--- config.mk ---
export PLATFORM = sky130hd
export DESIGN_NAME = kv_prefetch_dma
export DESIGN_NICKNAME = d
export VERILOG_FILES = /design/src/rtl/cxl_speckv_pkg.sv /design/src/rtl/kv_desc_fifo.sv /design/src/rtl/kv_prefetch_dma.sv
export SDC_FILE = /design/constraint.sdc
export NUM_CORES = 1
export LEC_CHECK = 0
export CAP_MARGIN = 20
export CORE_MARGIN = 3
export CORE_UTILIZATION = 60
export DETAILED_ROUTE_END_ITERATION = 10
export MAX_ROUTING_LAYER = met4
export PLACE_DENSITY = 0.94
export SETUP_SLACK_MARGIN = 0.3
export SYNTH_ARGS = -nofsm -noshare
export SYNTH_HDL_FRONTEND = slang
export SYNTH_SLANG_ARGS = --single-unit
--- constraint.sdc ---
create_clock -name clk -period 7.8 [get_ports clk]
set_input_delay 0.78 -clock clk [delete_from_list [all_inputs] [get_ports clk]]
set_output_delay 0.78 -clock clk [all_outputs]
set_load 0.05 [all_outputs]
--- src/rtl/cxl_speckv_pkg.sv ---
// Shared definitions for the KV prefetch DMA: descriptor field layout and FSM states.
package cxl_speckv_pkg;

    localparam int SRC_ADDR_LSB      = 0;
    localparam int SRC_ADDR_W        = 64;
    localparam int BYTES_LSB         = 64;
    localparam int BYTES_W           = 32;
    localparam int FLAGS_LSB         = 96;
    localparam int FLAGS_W           = 8;
    localparam int FLAG_PREFETCH_BIT = 2;

    typedef enum logic [2:0] {
        ST_IDLE   = 3'd0,
        ST_LOAD   = 3'd1,
        ST_ISSUE  = 3'd2,
        ST_DRAIN  = 3'd3,
        ST_REPORT = 3'd4
    } dma_state_e;

endpackage

--- src/rtl/kv_desc_fifo.sv ---
// Descriptor FIFO with array storage and a registered head read.
// DEPTH must be a power of two, at least 2.
module kv_desc_fifo #(
    parameter int WIDTH = 128,
    parameter int DEPTH = 4
) (
    input  logic             clk,
    input  logic             rst_n,
    input  logic             push,
    input  logic [WIDTH-1:0] push_data,
    input  logic             pop,
    output logic [WIDTH-1:0] head_data,
    output logic             empty,
    output logic             full
);

    localparam int AW = $clog2(DEPTH);
    localparam int CW = AW + 1;

    logic [WIDTH-1:0] mem [DEPTH];
    logic [WIDTH-1:0] head_reg;
    logic [AW-1:0]    wr_ptr_reg;
    logic [AW-1:0]    rd_ptr_reg;
    logic [CW-1:0]    count_reg;
    logic             do_push;
    logic             do_pop;

    assign empty     = (count_reg == '0);
    assign full      = (count_reg == CW'(DEPTH));
    assign do_pop    = pop && !empty;
    // A full FIFO may still take a push in the cycle it pops (pop-then-push).
    assign do_push   = push && (!full || do_pop);
    assign head_data = head_reg;

    // Head is valid one cycle after the head slot is written or the read pointer moves;
    // the consumer never pops two cycles in a row, so this latency is always hidden.
    always_ff @(posedge clk) begin
        if (do_push) begin
            mem[wr_ptr_reg] <= push_data;
        end
        head_reg <= mem[rd_ptr_reg];
    end

    always_ff @(posedge clk) begin
        if (!rst_n) begin
            wr_ptr_reg <= '0;
            rd_ptr_reg <= '0;
            count_reg  <= '0;
        end else begin
            if (do_push) begin
                wr_ptr_reg <= wr_ptr_reg + AW'(1);
            end
            if (do_pop) begin
                rd_ptr_reg <= rd_ptr_reg + AW'(1);
            end
            case ({do_push, do_pop})
                2'b10:   count_reg <= count_reg + CW'(1);
                2'b01:   count_reg <= count_reg - CW'(1);
                default: ;
            endcase
        end
    end

endmodule

--- src/rtl/kv_prefetch_dma.sv ---
// KV prefetch DMA: queues descriptors and splits each into boundary-aligned read bursts.
// Optional statistics counters are built when PREFETCH_DMA_STATS_EN is defined.
module kv_prefetch_dma
    import cxl_speckv_pkg::*;
#(
    parameter int DESC_WIDTH      = 128,
    parameter int FIFO_DEPTH      = 4,
    parameter int MAX_BURST_BYTES = 256,
    parameter int MAX_OUTSTANDING = 8,
    localparam int TAG_W          = $clog2(MAX_OUTSTANDING)
) (
    input  logic                  clk,
    input  logic                  rst_n,
    input  logic                  desc_valid,
    output logic                  desc_ready,
    input  logic [DESC_WIDTH-1:0] desc_data,
    output logic                  rd_req_valid,
    input  logic                  rd_req_ready,
    output logic [63:0]           rd_req_addr,
    output logic [15:0]           rd_req_len,
    output logic [TAG_W-1:0]      rd_req_tag,
    input  logic                  rd_cpl_valid,
    input  logic [TAG_W-1:0]      rd_cpl_tag,
    output logic                  done_valid,
    input  logic                  done_ready,
    output logic [63:0]           done_addr,
    output logic                  busy,
`ifdef PREFETCH_DMA_STATS_EN
    output logic [31:0]           stat_desc_cnt,
    output logic [31:0]           stat_burst_cnt,
    output logic [31:0]           stat_stall_cnt,
`endif
    output logic                  err_spurious
);

    localparam int OUT_W = $clog2(MAX_OUTSTANDING + 1);
    localparam int OFF_W = $clog2(MAX_BURST_BYTES);

    dma_state_e state_reg;
    dma_state_e state_next;

    logic [63:0]           cur_addr_reg;
    logic [31:0]           remaining_reg;
    logic [63:0]           src_addr_reg;
    logic [OUT_W-1:0]      outstanding_reg;
    logic [TAG_W-1:0]      tag_reg;
    logic                  err_spurious_reg;

    logic                  fifo_empty;
    logic                  fifo_full;
    logic                  fifo_pop;
    logic                  desc_push;
    logic [DESC_WIDTH-1:0] fifo_rd_data;
    logic [63:0]           load_addr;
    logic [31:0]           load_bytes;
    logic [31:0]           room;
    logic                  last_burst;
    logic                  req_hs;
    logic                  cpl_count;
    logic                  spurious;
    logic                  desc_unused;

    assign desc_push = desc_valid && desc_ready;

    kv_desc_fifo #(
        .WIDTH (DESC_WIDTH),
        .DEPTH (FIFO_DEPTH)
    ) u_fifo (
        .clk       (clk),
        .rst_n     (rst_n),
        .push      (desc_push),
        .push_data (desc_data),
        .pop       (fifo_pop),
        .head_data (fifo_rd_data),
        .empty     (fifo_empty),
        .full      (fifo_full)
    );

    assign load_addr   = fifo_rd_data[SRC_ADDR_LSB +: SRC_ADDR_W];
    assign load_bytes  = fifo_rd_data[BYTES_LSB +: BYTES_W];
    // Flags (including the prefetch hint) and reserved bits carry no behaviour here.
    assign desc_unused = ^{fifo_rd_data[DESC_WIDTH-1:FLAGS_LSB],
                           fifo_rd_data[FLAGS_LSB + FLAG_PREFETCH_BIT], rd_cpl_tag};

    // Bytes left before the next MAX_BURST_BYTES-aligned boundary.
    assign room        = 32'(MAX_BURST_BYTES) - 32'(cur_addr_reg[OFF_W-1:0]);
    assign last_burst  = (remaining_reg <= room);
    assign rd_req_addr = cur_addr_reg;
    assign rd_req_len  = 16'((remaining_reg < room) ? remaining_reg : room);
    assign rd_req_tag  = tag_reg;

    assign req_hs      = rd_req_valid && rd_req_ready;
    assign cpl_count   = rd_cpl_valid && ((outstanding_reg != '0) || req_hs);
    assign spurious    = rd_cpl_valid && (outstanding_reg == '0) && !req_hs;

    assign desc_ready   = !fifo_full;
    assign busy         = !fifo_empty || (state_reg != ST_IDLE);
    assign done_addr    = src_addr_reg;
    assign err_spurious = err_spurious_reg;

    always_ff @(posedge clk) begin
        if (!rst_n) begin
            state_reg <= ST_IDLE;
        end else begin
            state_reg <= state_next;
        end
    end

    always_comb begin
        state_next   = state_reg;
        fifo_pop     = 1'b0;
        rd_req_valid = 1'b0;
        done_valid   = 1'b0;
        unique case (state_reg)
            ST_IDLE: begin
                if (!fifo_empty) begin
                    state_next = ST_LOAD;
                end
            end
            ST_LOAD: begin
                fifo_pop   = 1'b1;
                state_next = (load_bytes == '0) ? ST_IDLE : ST_ISSUE;
            end
            ST_ISSUE: begin
                rd_req_valid = (outstanding_reg < OUT_W'(MAX_OUTSTANDING));
                if (rd_req_valid && rd_req_ready && last_burst) begin
                    state_next = ST_DRAIN;
                end
            end
            ST_DRAIN: begin
                if (outstanding_reg == '0) begin
                    state_next = ST_REPORT;
                end
            end
            ST_REPORT: begin
                done_valid = 1'b1;
                if (done_ready) begin
                    state_next = ST_IDLE;
                end
            end
            default: state_next = ST_IDLE;
        endcase
    end

    always_ff @(posedge clk) begin
        if (!rst_n) begin
            cur_addr_reg     <= '0;
            remaining_reg    <= '0;
            src_addr_reg     <= '0;
            outstanding_reg  <= '0;
            tag_reg          <= '0;
            err_spurious_reg <= 1'b0;
        end else begin
            if (fifo_pop && (load_bytes != '0)) begin
                cur_addr_reg  <= load_addr;
                remaining_reg <= load_bytes;
                src_addr_reg  <= load_addr;
            end else if (req_hs) begin
                cur_addr_reg  <= cur_addr_reg + 64'(rd_req_len);
                remaining_reg <= remaining_reg - 32'(rd_req_len);
            end
            if (req_hs) begin
                tag_reg <= (tag_reg == TAG_W'(MAX_OUTSTANDING - 1)) ? '0 : tag_reg + TAG_W'(1);
            end
            case ({req_hs, cpl_count})
                2'b10:   outstanding_reg <= outstanding_reg + OUT_W'(1);
                2'b01:   outstanding_reg <= outstanding_reg - OUT_W'(1);
                default: ;
            endcase
            if (spurious) begin
                err_spurious_reg <= 1'b1;
            end
        end
    end

`ifdef PREFETCH_DMA_STATS_EN
    logic [2:0] stat_inc;

    assign stat_inc[0] = fifo_pop && (load_bytes != '0);
    assign stat_inc[1] = req_hs;
    assign stat_inc[2] = (state_reg == ST_ISSUE) && !req_hs;

    for (genvar gi = 0; gi < 3; gi++) begin : g_stat
        logic [31:0] cnt_reg;
        always_ff @(posedge clk) begin
            if (!rst_n) begin
                cnt_reg <= '0;
            end else if (stat_inc[gi] && (cnt_reg != '1)) begin
                cnt_reg <= cnt_reg + 32'd1;
            end
        end
    end

    assign stat_desc_cnt  = g_stat[0].cnt_reg;
    assign stat_burst_cnt = g_stat[1].cnt_reg;
    assign stat_stall_cnt = g_stat[2].cnt_reg;
`endif

endmodule
[Word level (Yosys, flattened, before mapping)]
Memories as Yosys holds them, arrays and structs flattened. A register that Yosys moved wholly into a read port is not among the register bits.
Cells that the tools add are included.
Operators by class
  add/sub/neg operators: 10
  order comparisons: 3
  equality and inequality tests: 14
  muxes and demuxes: 19
  reduce and logical (&&, ||, !) cells: 27
Operators with widths (number)
  64-bit two-way mux: 2
  64-bit by 16-bit adder with 64-bit output: 1
  32-bit two-way mux: 2
  32-bit less-or-equal comparator: 1
  32-bit logical NOT: 1
  32-bit less-than comparator: 1
  32-bit nonzero test: 1
  32-bit by 16-bit subtractor with 32-bit output: 1
  16-bit two-way mux: 1
  3-bit two-way mux: 5
  3-bit one-hot mux with 5 select lines: 1
  1-bit logical AND: 10
  9-bit by 8-bit subtractor with 10-bit output (first input constant): 1
  3-bit == test (second input constant): 3
  2-bit != test (second input constant): 4
  4-bit one-hot mux with 2 select lines: 1
  3-bit by 1-bit adder with 3-bit output (second input constant): 2
  3-bit by 2-bit == test with 1-bit output (second input constant): 2
  3-bit logical NOT: 2
  3-bit one-hot mux with 2 select lines: 1
  2-bit nonzero test: 3
  1-bit two-way mux: 5
  2-bit by 1-bit adder with 2-bit output (second input constant): 2
  4-bit by 1-bit adder with 4-bit output (second input constant): 1
  13 further kinds: 19
Storage, ports and cells
  register bits: 178
  bits in writable memories: 512
  input port bits: 137
  logic and storage cells: 84
  memories: 1
Memory list
  u_fifo.mem: depth 4, width 128, read ports 1, clocked after Yosys merged registers in 1, wr ports 1, line kv_desc_fifo.sv:20  | logic [WIDTH-1:0] mem [DEPTH];

[Depth between registers and ports, before layout]
Gate-level depths: netlist of the first run.
  depth in word-level cells: 7
  depth in mapped cells: 26
  gate-level depth less buffers: 22

[Modules after synthesis]
From an unflattened synthesis of the first run, not the netlist that was laid out.
Second synthesis, totals
  cell total of the unflattened synthesis: 2141
  area total of the unflattened synthesis: 31550.3 um^2
Modules (own cells, without submodules)
  kv_desc_fifo: instances 1, cells each 854, area an instance 21556.9 um^2, seq. area each 18077.3 um^2
  kv_prefetch_dma: instances 1, cells each 1287, area an instance 9993.3 um^2, seq. area each 3423.3 um^2

[Worst setup path after synthesis of the first run]
OpenSTA, ideal clock, no wires.
  kind: reg-to-reg
  start point: register cur_addr_reg[1] (netlist: rd_req_addr[1])
  end point: register remaining_reg[23]
  library setup time: 0.074 ns
  arrival: 5.764 ns
  data required time: 7.726 ns
  path slack: 1.962 ns
  stages on the path, launching flop included: 23
  path buffers: 3
  clock period less this slack: 5.838 ns
  cell sequence: dfxtp_1 -> inv_1 -> ha_1 -> inv_1 -> ha_1 -> nor2b_1 -> o21a_1 -> o21ai_0 -> a21oi_1 -> o31ai_1 -> nand3b_1 -> buf_6 -> buf_12 -> mux2i_1 -> ha_1 -> nor2b_1 -> o31a_1 -> o41a_1 -> o21ai_0 -> clkbuf_1 -> nand2_1 -> or4_2 -> a31oi_1
Between the ends
  cells in the longest elaborated chain, start to end: 6
Ends and longest elaborated chain
  start: declaration: line kv_prefetch_dma.sv:42  | logic [63:0] cur_addr_reg;
  start signal: assignment: line kv_prefetch_dma.sv:155  | cur_addr_reg <= load_addr;
  start signal: assignment: line kv_prefetch_dma.sv:159  | cur_addr_reg <= cur_addr_reg + 64'(rd_req_len);
  9-bit by 8-bit subtractor with 10-bit output: line kv_prefetch_dma.sv:86  | assign room = 32'(MAX_BURST_BYTES) - 32'(cur_addr_reg[OFF_W-1:0]);
  32-bit less-than comparator: line kv_prefetch_dma.sv:89  | assign rd_req_len = 16'((remaining_reg < room) ? remaining_reg : room);
  16-bit two-way mux: line kv_prefetch_dma.sv:89
  via rd_req_len[0]: line kv_prefetch_dma.sv:20  | output logic [15:0] rd_req_len,
  32-bit by 16-bit subtractor with 32-bit output: line kv_prefetch_dma.sv:160  | remaining_reg <= remaining_reg - 32'(rd_req_len);
  32-bit two-way mux: line kv_prefetch_dma.sv:158  | end else if (req_hs) begin
  32-bit two-way mux: line kv_prefetch_dma.sv:154  | if (fifo_pop && (load_bytes != '0)) begin
  end signal: assignment: line kv_prefetch_dma.sv:156  | remaining_reg <= load_bytes;
  end signal: assignment: line kv_prefetch_dma.sv:160
  end: declaration: line kv_prefetch_dma.sv:43  | logic [31:0] remaining_reg;
The timed path passes the listed nets, and every way through them passes these cells. The select of a mux whose other input is x is not followed.
A chain may end at the register's enable or synchronous reset.

[Worst setup path after layout of the first run]
  start point: register remaining_reg[10]
  end point: register remaining_reg[12]
Between the ends
  cells in the longest elaborated chain, start to end: 5
Ends and longest elaborated chain (line)
  32-bit less-than comparator: kv_prefetch_dma.sv:89
  16-bit two-way mux: kv_prefetch_dma.sv:89
  32-bit by 16-bit subtractor with 32-bit output *: kv_prefetch_dma.sv:160
  32-bit two-way mux *: kv_prefetch_dma.sv:158
  32-bit two-way mux *: kv_prefetch_dma.sv:154
Mark *: on every way between the ends. The rest lies on a longest branch, timed or not. The select of a mux whose other input is x is not followed.

==> results by group, run 1 <==
Timing
  • Fmax: 162 MHz
  • Worst-margin pin slew: 0.925 ns
  • Final count of hold timing violations: 0
  • Post-layout minimum cycle time: 6.16 ns
  • Setup Skew: 0.0264 ns
  • Rel. slew slack: 0.381
  • RSZ-0062 raised after global routing: false
  • Accumulated negative setup slack: 0 ns
  • Finish-stage setup viols: 0
  • Final Hold Slack: roughly 0.45 ns
  • Fraction of the cycle the final worst path needs: 0.790
  • Final slew viol count: 0

Power
  • Pwr dens: between 300 and 400 nW/µm²
  • Leakage: 0.0104 µW
  • Worst voltage drop across the vdd grid: 258 µV

GRT
  • Tot GR Track Use: 0.304
  • Wire length of the first global-routing pass: 102000 µm
  • Number of global-route vias before repair: between 15000 and 20000
  • Number of antenna violations at the first check in global routing: 1
  • Grt ovf: 0
  • Maximum number of pins on one net before global-route repair: 80

Hold path
  • End point of the most critical hold path: done_addr[10]
  • Class of the worst hold path: flip-flop to flip-flop
  • Hold Path Depth: 2
  • Min-delay src: u_fifo.head_data[10]

Critical path
  • Endpoint of the worst-slack reg-to-reg timing path: remaining_reg[12]
  • Critical-path maximum fanout: 14
  • Classification of the worst setup path: flip-flop to flip-flop
  • Endpoint kind of the worst setup timing path: flip-flop
  • Required time of the critical path: about 8.3 ns
  • Type of origin of the critical path: flip-flop
  • Worst endpoint data arrival time: approximately 6.7 ns
  • Setup slack, reg-to-reg: 1.64 ns
  • Reg2Reg Launch Point: remaining_reg[10]
  • Worst reg-to-reg path cell count: 15

Layout
  • Largest register by flop count: u_fifo.mem
  • Filler-free cell count of the finished design: 2734
  • P&R area growth vs syn: 19.2%
  • Max FFs per register: ~380
  • Total number of nets in the final design: 2325
  • Final design area excluding fillers: about 31000 µm²
  • Fraction of layout instances using a drive strength above 1: 0.113

Routing
  • Detailed-route wire length per cell: ~25 µm
  • Post-route ant nets: 0
  • Total number of vias: 17680
  • Remaining routing DRC violations: 0
  • Via density per instance: 6.47
  • Wire length after detailed routing: 67400 µm
  • First-pass detailed-route iteration total: 7
  • Violation count after the first detailed-route iteration: 2368

Floorplan
  • Die width: 214 µm
  • Initial core utilization: 0.612
  • DIE HEIGHT: 214 µm
  • Number of I/O pins: 289
  • Total die area: 45600 µm²
  • # rows: 75
  • Core region area: 42200 µm²

Yosys
  • Netlist area before placement: roughly 26000 µm²
  • Top post-synthesis cells by area: edfxtp_1 45%, dfxtp_1 21%, mux4_2 8.4%, nand2_1 3.3%, a21oi_1 3.1%
  • Yosys top cell area share: 0.446
  • Synthesized area divided by synthesized cell count: ~14 µm²
  • Count leader, synth: edfxtp_1
  • Leading post-synthesis cells by instance count: 384 x edfxtp_1, 274 x dfxtp_1, 229 x nand2_1, 159 x a21oi_1
  • Gate Count Post-Synth: 1906
  • Post-synthesis sequential area ratio: 0.658
  • Cell taking the most area after synthesis: edfxtp_1
  • Number of warning messages in the yosys log: 0
  • Main flop type after synthesis: edfxtp_1
  • Post-synth EDFFs: 384
  • FF+latch count, synth: about 660
  • Synth async-reset ratio: 0
  • Count of unique library cells instantiated by Yosys: 75

CTS
  • Post-CTS setup-driven buffer insertion count: 0
  • TritonCTS Sinks: 658
  • Root Buffer: clkbuf_16
  • Cells resized by post-CTS repair: 0
  • Hold-fix buffers, CTS: 0
  • Maximum buffer depth of the clock tree: 3
  • Worst-skew pair later-pin latency: 0.62 ns
  • Num CTS Buffers: 61
  • CTS tree: yes
  • Clock-pin slew of the registers on the worst-case setup and hold paths: 0.06 ns
  • H-tree lvl count: 2

Place
  • RePlAce Congestion: 0.910
  • Count of input and output buffers: 246
  • Total half-perimeter wirelength after legalization and detailed placement: 41900 µm
  • Area of placed instances: 28800 µm²
  • Placed cell count: between 2000 and 3000

Flow run
  • Max-Cap Viols: 0

Run status
  • Result of the run: completed
==> worst max-delay path: stages (launching register included) <==
cell,delay [ns]
dfxtp_1,0.38
or4_4,0.61
or4_4,0.49
or3_1,0.55
nor4_4,0.38
nand3b_1,0.26
buf_4,0.29
mux2i_1,0.42
fa_1,0.29
nor2b_1,0.07
o21ai_0,0.43
a211oi_1,0.17
nor2_1,0.51
nand2_1,0.33
or4_2,0.63
a31oi_1,0.25
==> worst max path at each step <==
stage | from | endpoint | slack (ns) | cells after the start
floorplan | rd_req_addr[1] | remaining_reg[23] | 1.96 | 22
global placement | remaining_reg[10] | rd_req_addr[61] | 2.08 | 15
detailed placement | remaining_reg[10] | rd_req_addr[61] | 1.96 | 15
CTS | remaining_reg[10] | remaining_reg[12] | 1.88 | 15
global route | remaining_reg[10] | rd_req_addr[58] | 1.49 | 18
finish | remaining_reg[10] | remaining_reg[12] | 1.64 | 15
==> cells in the final DEF, fill, tap and decap left out, types with 14 or more instances in the layout <==
cell             count
edfxtp_1           384
dfxtp_1            272
clkdlybuf4s50_1    245
nand2_1            229
a21oi_1            159
o21ai_0             96
mux4_2              96
nor2_1              70
clkbuf_16           63
ha_1                45
inv_1               32
xor2_1              31
a31oi_1             29
nor3_1              22
or3_1               22
nand3_1             21
o211ai_1            19
buf_4               19
xnor2_1             17
nand4_1             17
clkbuf_1            16
clkinv_2            15
nor4_1              14
and2_1              14
conb_1              14
==> metal layers <==
| layer | wire (µm) | up-vias | part of all wire | global-route usage |
|---|---|---|---|---|
| li1 | - | 7673 | - | - |
| met1 | 24500 | 8668 | 0.36 | 0.372 |
| met2 | 33500 | 1077 | 0.50 | 0.491 |
| met3 | 6670 | 262 | 0.099 | 0.0732 |
| met4 | 2810 | 0 | 0.042 | 0.123 |
| met5 | 0 | - | 0 | - |
==> cells by family (layout without fill, tap and decap cells) <==
kind of cell,Yosys count,count (layout),synth area share
other,1,17,0.000145
muxes,118,118,0.0929
xor gates and xnor gates,48,48,0.0163
and+or+nand+nor,483,483,0.0894
DFF,658,658,0.658
adders and majority gates,49,49,0.0249
AOI/OAI and AO/OA,407,407,0.0952
buffers and inverters,142,415,0.0231
==> power by group <==
group          internal, µW  leakage [µW]  total (µW)  switching, µW
clock                  1750       0.00100        3020           1280
combinational          1480       0.00363        4130           2640
sequential             4200       0.00579        4620            421
==> area by class of cell <==
class	instances	area, µm²
flip-flops and latches	658	17000
fillers	2401	11400
multi-input cells	1119	8340
repair buffers	266	2610
clock buffers	82	1680
well taps	539	674
clock inverters	34	360
inverters	33	126
diodes	3	7.51
==> per-stage QoR <==
stage           util  total power [µW]  setup slack [ns]
2_1_floorplan      -              7450              1.96
3_3_place_gp   0.681              8500              2.08
3_5_place_dp   0.681              8670              1.96
4_1_cts        0.729             11700              1.88
5_1_grt        0.730             12200              1.49
6_report       0.730             11800              1.64
(Power assumes the default switching activity.)
==> run 2: changes to the inputs <==
--- a/config.mk
+++ b/config.mk
@@ -7,10 +7,10 @@
 export LEC_CHECK = 0
 export CAP_MARGIN = 20
 export CORE_MARGIN = 3
-export CORE_UTILIZATION = 60
+export CORE_UTILIZATION = 51
 export DETAILED_ROUTE_END_ITERATION = 10
 export MAX_ROUTING_LAYER = met4
-export PLACE_DENSITY = 0.94
+export PLACE_DENSITY = 0.86
 export SETUP_SLACK_MARGIN = 0.3
 export SYNTH_ARGS = -nofsm -noshare
 export SYNTH_HDL_FRONTEND = slang
==> constraint.sdc (replaced) <==
create_clock -name clk -period 5.6 [get_ports clk]
set_input_delay 0.56 -clock clk [delete_from_list [all_inputs] [get_ports clk]]
set_output_delay 0.56 -clock clk [all_outputs]
set_load 0.05 [all_outputs]
==> run 2 against run 1 <==
Worst hold slack got worse by 0.00096 ns. Critical path type unchanged. Die area rose by 17%. Highest routed layer unchanged. First-iteration DRC count fell by 22%. Worst setup slack got worse by 1.3 ns. Sequential power rose by 40%. Clock power rose by 51%.
==> results by group, run 2 (same netlist as run 1, synthesis figures left out) <==
GRT
  • Tot GR Track Use: 0.265 (was 0.304)
  • Wire length of the first global-routing pass: 106000 µm (was 102000 µm)
  • Grt ovf: 0 (unchanged)
  • Peak-usage layer in the global routing report: met2 (unchanged)
  • Number of global-route vias before repair: 18057 (was 17905)
  • Global routing usage on met1: 0.327 (was 0.372)
  • Maximum number of pins on one net before global-route repair: 181 (was 80)
  • Met3 capacity usage during global routing: 0.0674 (was 0.0732)
  • Met2 usage in global routing: 0.423 (was 0.491)
  • Number of antenna violations at the first check in global routing: 5 (was 1)

Critical path
  • Type of origin of the critical path: flip-flop (unchanged)
  • Endpoint kind of the worst setup timing path: flip-flop (unchanged)
  • Worst reg-to-reg path cell count: 19 (was 15)
  • Required time of the critical path: 6.06 ns (was 8.30 ns)
  • Worst endpoint data arrival time: 5.70 ns (was 6.66 ns)
  • Critical-path maximum fanout: 8 (was 14)
  • Classification of the worst setup path: flip-flop to flip-flop (unchanged)

Routing
  • Post-route ant nets: 0 (unchanged)
  • Violation count after the first detailed-route iteration: 1845 (was 2368)
  • Remaining routing DRC violations: 0 (unchanged)
  • First-pass detailed-route iteration total: 5 (was 7)
  • Wire length after detailed routing: 69200 µm (was 67400 µm)
  • Detailed-route wire length per cell: 23.8 µm (was 24.7 µm)
  • Via density per instance: 6.06 (was 6.47)
  • Total number of vias: 17600 (was 17680)

Timing
  • Final count of hold timing violations: 0 (unchanged)
  • Finish-stage setup viols: 0 (unchanged)
  • Accumulated negative setup slack: 0 ns (unchanged)
  • Worst-margin pin slew: 1.11 ns (was 0.925 ns)
  • Fraction of the cycle the final worst path needs: 0.937 (was 0.790)
  • Final Hold Slack: 0.452 ns (was 0.453 ns)
  • Post-layout minimum cycle time: 5.25 ns (was 6.16 ns)
  • Min setup slack post-route: 0.355 ns (was 1.64 ns)
  • Rel. slew slack: 0.260 (was 0.381)
  • Fmax: 191 MHz (was 162 MHz)
  • Setup Skew: 0.0301 ns (was 0.0264 ns)
  • Final slew viol count: 0 (unchanged)
  • RSZ-0062 raised after global routing: true (was false)

Power
  • Switch Pwr: 6350 µW (was 4340 µW)
  • Switch share: 0.368 (was 0.369)
  • Flop pwr share: 0.373 (was 0.393)
  • Part of the total power dissipated in the clock network: 0.264 (was 0.257)
  • Pwr dens: 544 nW/µm² (was 382 nW/µm²)
  • Leakage: 0.0107 µW (was 0.0104 µW)
  • Internal power: 10900 µW (was 7430 µW)
  • Total power of the final layout: 17300 µW (was 11800 µW)
  • Combinational group share of total power: 0.363 (was 0.351)
  • Worst voltage drop across the vdd grid: 376 µV (was 258 µV)

Floorplan
  • Die width: 231 µm (was 214 µm)
  • Number of I/O pins: 289 (unchanged)
  • # rows: 81 (was 75)
  • Initial core utilization: 0.522 (was 0.612)
  • Core region area: 49600 µm² (was 42200 µm²)
  • Total die area: 53400 µm² (was 45600 µm²)
  • DIE HEIGHT: 231 µm (was 214 µm)

Flow run
  • Max-Cap Viols: 0 (unchanged)

Place
  • Count of input and output buffers: 246 (unchanged)
  • Total half-perimeter wirelength after legalization and detailed placement: 42300 µm (was 41900 µm)
  • Setup Slack @ Placement: -0.0243 ns (was 1.96 ns)
  • RePlAce Congestion: 0.880 (was 0.910)

CTS
  • Worst-skew pair later-pin latency: 0.62 ns (about the same)
  • CTS tree: yes (unchanged)
  • Clock-pin slew of the registers on the worst-case setup and hold paths: 0.07 ns (was 0.06 ns)
  • TritonCTS Sinks: 658 (unchanged)
  • Num CTS Buffers: 68 (was 61)
  • Root Buffer: clkbuf_16 (unchanged)
  • H-tree lvl count: 3 (was 2)
  • Hold-fix buffers, CTS: 0 (unchanged)
  • Maximum buffer depth of the clock tree: 3 (unchanged)

Run status
  • Result of the run: completed (unchanged)

Layout
  • P&R area growth vs syn: 22.9% (was 19.2%)
  • Max FFs per register: 384 (unchanged)
  • Total number of nets in the final design: 2366 (was 2325)
  • Fraction of layout instances using a drive strength above 1: 0.148 (was 0.113)
  • Most common cell after layout, fill and taps aside: edfxtp_1 (unchanged)
  • Leading cell types in the layout, fill and taps excluded: 384 x edfxtp_1, 267 x dfxtp_1, 245 x clkdlybuf4s50_1 (was 384 x edfxtp_1, 272 x dfxtp_1, 245 x clkdlybuf4s50_1)
  • Finished Core Util: 0.641 (was 0.730)
  • Largest register by flop count: u_fifo.mem (unchanged)

Hold path
  • Hold Path Depth: 2 (unchanged)
  • Class of the worst hold path: flip-flop to flip-flop (unchanged)
-- run 2: cell types whose count changed in the layout (fill, tap and decap cells not counted), moves of 4 or more --
cell	before	now
buf_12	0	4
dfxtp_2	0	4
o21ai_1	0	4
dfxtp_1	272	267
ha_1	45	41
o21ai_0	96	90
clkbuf_16	63	71
a21oi_1	159	155
buf_4	19	43
-- run 2: through the flow --
stage / area, µm² / instances
global route: 31800 / 2905
finish: 31800 / 2905
detailed placement: 29100 / 2752
floorplan: 25900 / 1919
global placement: 29100 / 2752
CTS: 31500 / 2890
-- run 2: power groups by stage --
stage	Combinational [µW]	Sequential, µW	Clock [µW]
after floorplan	3290	7100	0
after global placement	5550	6440	0
after detailed placement	5670	6490	0
after CTS	5920	6420	4600
after global routing	6670	6510	4800
final	6280	6450	4560
-- run 2: area by class of cell --
cell class,count,area (µm²)
flip-flops and latches,658,17000
repair buffers,300,2930
well taps,664,831
multi-input cells,1119,8560
clock buffers,90,1880
inverters,33,126
fillers,3373,17800
clock inverters,36,405
diodes,5,12.5
-- run 2: worst paths after layout --
path / from / to / slack [ns]
setup / recovery: remaining_reg[23] / remaining_reg[29] / 0.35
hold / removal: u_fifo.head_data[62] / done_addr[62] / 0.45
setup reg to reg: remaining_reg[23] / remaining_reg[29] / 0.35
hold reg to reg: u_fifo.head_data[62] / done_addr[62] / 0.45
-- run 2: metal layers --
layer,wire length [µm],vias to the layer above,part of all wire
met5,0,-,0
met3,6530,191,0.094
met2,33600,896,0.49
met4,2580,0,0.037
li1,-,7777,-
met1,26500,8736,0.38
-- run 2: critical path, cell delays in order, from the launching register on --
cell,delay [ns]
dfxtp_2,0.35
or4_4,0.53
or3_4,0.42
or3_4,0.36
or2_4,0.27
nor4_4,0.26
nand3b_1,0.11
buf_4,0.18
buf_12,0.13
buf_4,0.18
mux2i_1,0.13
ha_1,0.35
o21a_1,0.18
o31a_1,0.13
o41a_1,0.36
o21ai_2,0.15
buf_6,0.15
or3b_4,0.43
o311ai_2,0.29
a31oi_1,0.13
-- run 2: what timing repair did --
action,4_1_cts,5_1_grt
pin swaps,5,14
cloned,2,1
buffers inserted,10,8
endpoints found under the setup margin,39,50
gates resized for setup,24,34
